<file path="config.mk">
export PLATFORM = sky130hd
export DESIGN_NAME = grover_measure
export DESIGN_NICKNAME = d
export VERILOG_FILES = /design/src/rtl/grover_measure.sv
export SDC_FILE = /design/constraint.sdc
export NUM_CORES = 1
export LEC_CHECK = 0
export ABC_CLOCK_PERIOD_IN_PS = 19500
export CAP_MARGIN = 15
export CORE_MARGIN = 1
export CORE_UTILIZATION = 61
export CTS_CLUSTER_DIAMETER = 120
export DETAILED_ROUTE_END_ITERATION = 8
export HOLD_SLACK_MARGIN = 0.03
export PLACE_DENSITY = 0.84
export SYNTH_ARGS = -nofsm -noshare
export SYNTH_HDL_FRONTEND = slang
export SYNTH_SLANG_ARGS = --single-unit
</file>
<file path="constraint.sdc">
create_clock -name clk -period 19.5 [get_ports clk]
set_input_delay 2.925 -clock clk [delete_from_list [all_inputs] [get_ports clk]]
set_output_delay 2.925 -clock clk [all_outputs]
set_load 0.02 [all_outputs]
</file>
<file path="src/rtl/grover_measure.sv">
// Measurement stage for a Grover search engine: scans eight Q1.6 amplitudes,
// reports the most probable index, its probability and the total probability.
module grover_measure #(
    parameter int NUM_SAMPLE     = 8,
    parameter int FIXEDPOINT_BIT = 8
) (
    input  logic                             clk,
    input  logic                             rst,
    input  logic                             in_valid,
    input  logic                             clear,
    input  logic [2:0]                       target_search,
    input  logic signed [FIXEDPOINT_BIT-1:0] a0,
    input  logic signed [FIXEDPOINT_BIT-1:0] a1,
    input  logic signed [FIXEDPOINT_BIT-1:0] a2,
    input  logic signed [FIXEDPOINT_BIT-1:0] a3,
    input  logic signed [FIXEDPOINT_BIT-1:0] a4,
    input  logic signed [FIXEDPOINT_BIT-1:0] a5,
    input  logic signed [FIXEDPOINT_BIT-1:0] a6,
    input  logic signed [FIXEDPOINT_BIT-1:0] a7,
    output logic                             busy,
    output logic                             result_valid,
    output logic [2:0]                       meas_idx,
    output logic [2*FIXEDPOINT_BIT-1:0]      meas_prob,
    output logic [2*FIXEDPOINT_BIT+1:0]      prob_sum,
    output logic                             hit,
    output logic [7:0]                       led
);

    localparam int SQ_W  = 2 * FIXEDPOINT_BIT;
    localparam int SUM_W = SQ_W + 2;
    localparam logic [2:0] LAST = 3'(NUM_SAMPLE - 1);

    typedef enum logic [1:0] {IDLE, SCAN, DONE} state_t;

    state_t state, next_state;

    logic                             prev_valid;
    logic                             trigger;
    logic [2:0]                       cnt;
    logic [2:0]                       tgt;
    logic signed [FIXEDPOINT_BIT-1:0] shadow [8];
    logic [SUM_W-1:0]                 acc_sum;
    logic [SQ_W-1:0]                  max_prob;
    logic [2:0]                       max_idx;

    logic signed [FIXEDPOINT_BIT-1:0] sample;
    logic signed [SQ_W-1:0]           ext;
    logic signed [SQ_W-1:0]           sq_s;
    logic [SQ_W-1:0]                  sq;
    logic [SUM_W-1:0]                 new_sum;
    logic                             take;
    logic [SQ_W-1:0]                  best_prob;
    logic [2:0]                       best_idx;

    assign trigger = in_valid & ~prev_valid;

    always_ff @(posedge clk or negedge rst) begin
        if (!rst) state <= IDLE;
        else      state <= next_state;
    end

    always_comb begin
        next_state = state;
        case (state)
            IDLE, DONE: if (trigger) next_state = SCAN;
            SCAN:       if (cnt == LAST) next_state = DONE;
            default:    next_state = IDLE;
        endcase
        if (clear) next_state = IDLE;
    end

    // Squares fit in SQ_W bits even for the most negative amplitude.
    always_comb begin
        sample    = shadow[cnt];
        ext       = SQ_W'(sample);
        sq_s      = ext * ext;
        sq        = sq_s;
        new_sum   = acc_sum + SUM_W'(sq);
        take      = sq > max_prob;
        best_prob = take ? sq  : max_prob;
        best_idx  = take ? cnt : max_idx;
    end

    always_ff @(posedge clk or negedge rst) begin
        if (!rst) begin
            prev_valid   <= 1'b0;
            cnt          <= '0;
            tgt          <= '0;
            acc_sum      <= '0;
            max_prob     <= '0;
            max_idx      <= '0;
            busy         <= 1'b0;
            result_valid <= 1'b0;
            meas_idx     <= '0;
            meas_prob    <= '0;
            prob_sum     <= '0;
            hit          <= 1'b0;
            for (int i = 0; i < 8; i++) shadow[i] <= '0;
        end else if (clear) begin
            prev_valid   <= 1'b0;
            cnt          <= '0;
            busy         <= 1'b0;
            result_valid <= 1'b0;
            hit          <= 1'b0;
        end else begin
            prev_valid <= in_valid;
            case (state)
                IDLE, DONE: begin
                    if (trigger) begin
                        shadow[0]    <= a0;
                        shadow[1]    <= a1;
                        shadow[2]    <= a2;
                        shadow[3]    <= a3;
                        shadow[4]    <= a4;
                        shadow[5]    <= a5;
                        shadow[6]    <= a6;
                        shadow[7]    <= a7;
                        tgt          <= target_search;
                        acc_sum      <= '0;
                        max_prob     <= '0;
                        max_idx      <= '0;
                        cnt          <= '0;
                        result_valid <= 1'b0;
                        hit          <= 1'b0;
                        busy         <= 1'b1;
                    end
                end
                SCAN: begin
                    acc_sum  <= new_sum;
                    max_prob <= best_prob;
                    max_idx  <= best_idx;
                    cnt      <= cnt + 3'd1;
                    if (cnt == LAST) begin
                        meas_idx     <= best_idx;
                        meas_prob    <= best_prob;
                        prob_sum     <= new_sum;
                        hit          <= (best_idx == tgt);
                        result_valid <= 1'b1;
                        busy         <= 1'b0;
                        cnt          <= '0;
                    end
                end
                default: ;
            endcase
        end
    end

    always_comb begin
        led = '0;
        if (result_valid) led[meas_idx] = 1'b1;
    end

endmodule

</file>
==> impl_metrics.tcl <==
set metrics [dict create \
    hold_buffers 0 \
    grt_usage_pct 29.2 \
    synth_warnings 0 \
    antenna_found_initial 0 \
    synth_top_area_cell "dfrtp_1" \
    synthCells 1054 \
    final_cell_mix "282 x nand2_1, 150 x dfrtp_1, 117 x clkdlybuf4s50_1" \
    status "finished, final reports clean" \
    vias_per_cell 5.61 \
    drive_above_1_share_pct 6.52 \
    cts-root-buf "clkbuf_16" \
    synth_flop_cell "dfrtp_1" \
    finalClockSkew_ns 0.0108 \
    synth_cell_types 64 \
    cts_sinks 150 \
    critPathTopFamily "adder cells" \
    crit_fanout 35 \
    synth-simple-area-share_pct 19.1 \
    synth_nets 1227 \
    ys_seq_elements 150 \
    netlist.area_leader.share_pct 39.0 \
    rsz0062_at_grt "no" \
    cpMaxStageDelayCell "dfrtp_1" \
    hold_viol_final 0 \
    avgSynthCellArea_um2 9.12 \
    setup_viol 0 \
    io_pins 119 \
    top_layer_used "met4" \
    numCtsBuffers 17 \
    relSlewSlack_pct 27.9 \
    grt_pass1_wl_mm 36.8 \
    setup-tns-final_ns 0 \
    arrival_ns 8.77 \
    start_util_pct 62.8 \
    synth_compound_area_share_pct 9.97 \
    io_buffers 118 \
    syn2layout_area_growth_pct 19.6 \
    place.gp.congestion 0.875 \
    cts_setup_buffers 0 \
    insertedDiodeCount 0 \
    die_area_um2 16300 \
    grt_max_degree 80 \
    routed_wl_mm 22.0 \
    period_minus_slack_ns 8.47 \
    ant_nets 0 \
    nNetsFinal 1326 \
    h-tree-depth 4 \
    yosys.area_share.xor_xnor_pct 3.18 \
    synth_mux_area_share_pct 5.84 \
    crit_buf_inv 8 \
    slew_viol_final 0 \
    synth_edf_count 0 \
    dr.pass1.iters 5 \
    die_x_um 128 \
    synth_top_family_by_area "simple AND/OR/NAND/NOR gates" \
    cts_tree "built" \
    crit_top_cell "inv_1" \
    dr_total_vias 7729 \
    critPathCaptureType "flop" \
    syn-cell-area_um2 9610 \
    design.core.area_um2 15300 \
    row_count 45 \
    grt_overflow_total 0 \
    worstMarginPinSlew_ns 1.08 \
    yosys-top-cells-area "dfrtp_1 39%, nand2_1 11%, fa_1 9.0%, ha_1 7.7%, inv_1 4.1%" \
    cts_buffer_depth 2 \
    wl_per_cell_um 16.0 \
    grt_pass1_vias 7756 \
    crit_type "reg2reg" \
    met3_wirelength_mm 1.19 \
    wl_met1_mm 9.28 \
    wl_met2_mm 10.8 \
    synthAdderAreaFrac_pct 16.6 \
    path_clk_slew_ns 0.06 \
    max_cap_violations 0 \
    max_freq_mhz 118 \
    critPathLaunchType "flop" \
    synth-async-reset-ratio_pct 100 \
    crit_required_ns 19.81 \
    mostFrequentLayoutCell "nand2_1" \
    dieHeight_um 128 \
    fin_crit_sh_pct 43.4 \
    hpwl_mm 15.7 \
    drt_iter0_drc 629 \
    critPathMaxStageDelay_ns 0.66 \
    synth_seq_area_share_pct 39.0 \
    hp-class "reg2reg" \
    clk_latency_ns 0.42 \
    cts_resized 0 \
    drcViolationCount 0 \
]
## area by class of cell
type                            instances  area (um^2)
Clock buffer                           21          450
Sequential cell                       150         3750
Multi-Input combinational cell        753         5270
Tap cell                              211          264
Clock inverter                         11          125
Inverter                              106          400
Fill cell                            1072         3810
Timing Repair Buffer                  125         1230
## metrics by stage
stage               worst slack, ns  area [um^2]  cells  hold WS (ns)  utilization, %
floorplan                     12.35         9610   1054         0.437               -
global placement              11.41        10900   1345         0.453            71.3
detailed placement            11.17        10900   1345         0.458            71.3
CTS                           11.07        11500   1377         0.472            75.1
global route                  10.34        11500   1377         0.487            75.1
finish                        11.03        11500   1377         0.470            75.1
## sequential cells by signal (all words and copies together), names as in the netlist, 2 cells and up
| signal | flops |
|---|---|
| cnt | 3 |
| shadow | 64 |
| max_prob | 16 |
| tgt | 3 |
| state | 2 |
| max_idx | 3 |
| prob_sum | 18 |
| acc_sum | 18 |
| meas_prob | 16 |
| meas_idx | 3 |
## path summary, 6_finish.rpt
| path | from | end | slack (ns) | cells past startpoint |
|---|---|---|---|---|
| setup / recovery | cnt[0] | hit | 11.03 | 28 |
| hold reg to reg | shadow[54] | shadow[54] | 0.47 | 2 |
| max in group asynchronous | rst | shadow[25] | 15.56 | 2 |
| hold / removal | shadow[54] | shadow[54] | 0.47 | 2 |
| min in group asynchronous | rst | prob_sum[11] | 2.54 | 1 |
| setup reg to reg | cnt[0] | hit | 11.03 | 28 |
## layer usage
layer	global-route usage [%]	vias up
met5	0	-
met4	12.5	0
met3	4.44	51
met2	49.6	304
met1	37.4	3699
li1	-	3675
## cell families after synthesis
| group | after synthesis |
|---|---|
| AOI/OAI and AO/OA | 157 |
| xor gates and xnor gates | 34 |
| adders and majority gates | 102 |
| buffers and inverters | 151 |
| DFF | 150 |
| muxes | 29 |
| and+or+nand+nor | 431 |
## synthesized netlist by cell type, types with 3 or more instances
| library cell | count |
|---|---|
| nand2_1 | 283 |
| and2_1 | 5 |
| or4b_1 | 3 |
| inv_1 | 105 |
| a211oi_1 | 4 |
| mux4_1 | 3 |
| clkbuf_1 | 36 |
| nor2_1 | 51 |
| xnor2_1 | 25 |
| nand2b_1 | 7 |
| a31oi_1 | 6 |
| a211o_1 | 3 |
| a21o_1 | 7 |
| ha_1 | 59 |
| o21ai_0 | 64 |
| fa_1 | 43 |
| a21oi_1 | 35 |
| o31ai_1 | 13 |
| or3_1 | 5 |
| a22o_1 | 3 |
| buf_2 | 3 |
| xor2_1 | 8 |
| dfrtp_1 | 150 |
| or2_2 | 3 |
| mux4_2 | 13 |
| nor3_1 | 19 |
| nand3_1 | 34 |
| nand4_1 | 5 |
| mux2i_4 | 4 |
| nor2b_1 | 4 |
| mux2i_1 | 6 |
## tightest hold or removal path, cell delays in order, from the launching register on
cell	delay (ns)
dfrtp_1	0.33
nand2_1	0.05
nand2_1	0.05
Power is not shown: default switching activity piles up to over one toggle a cycle in this logic, so the estimate is an artifact.
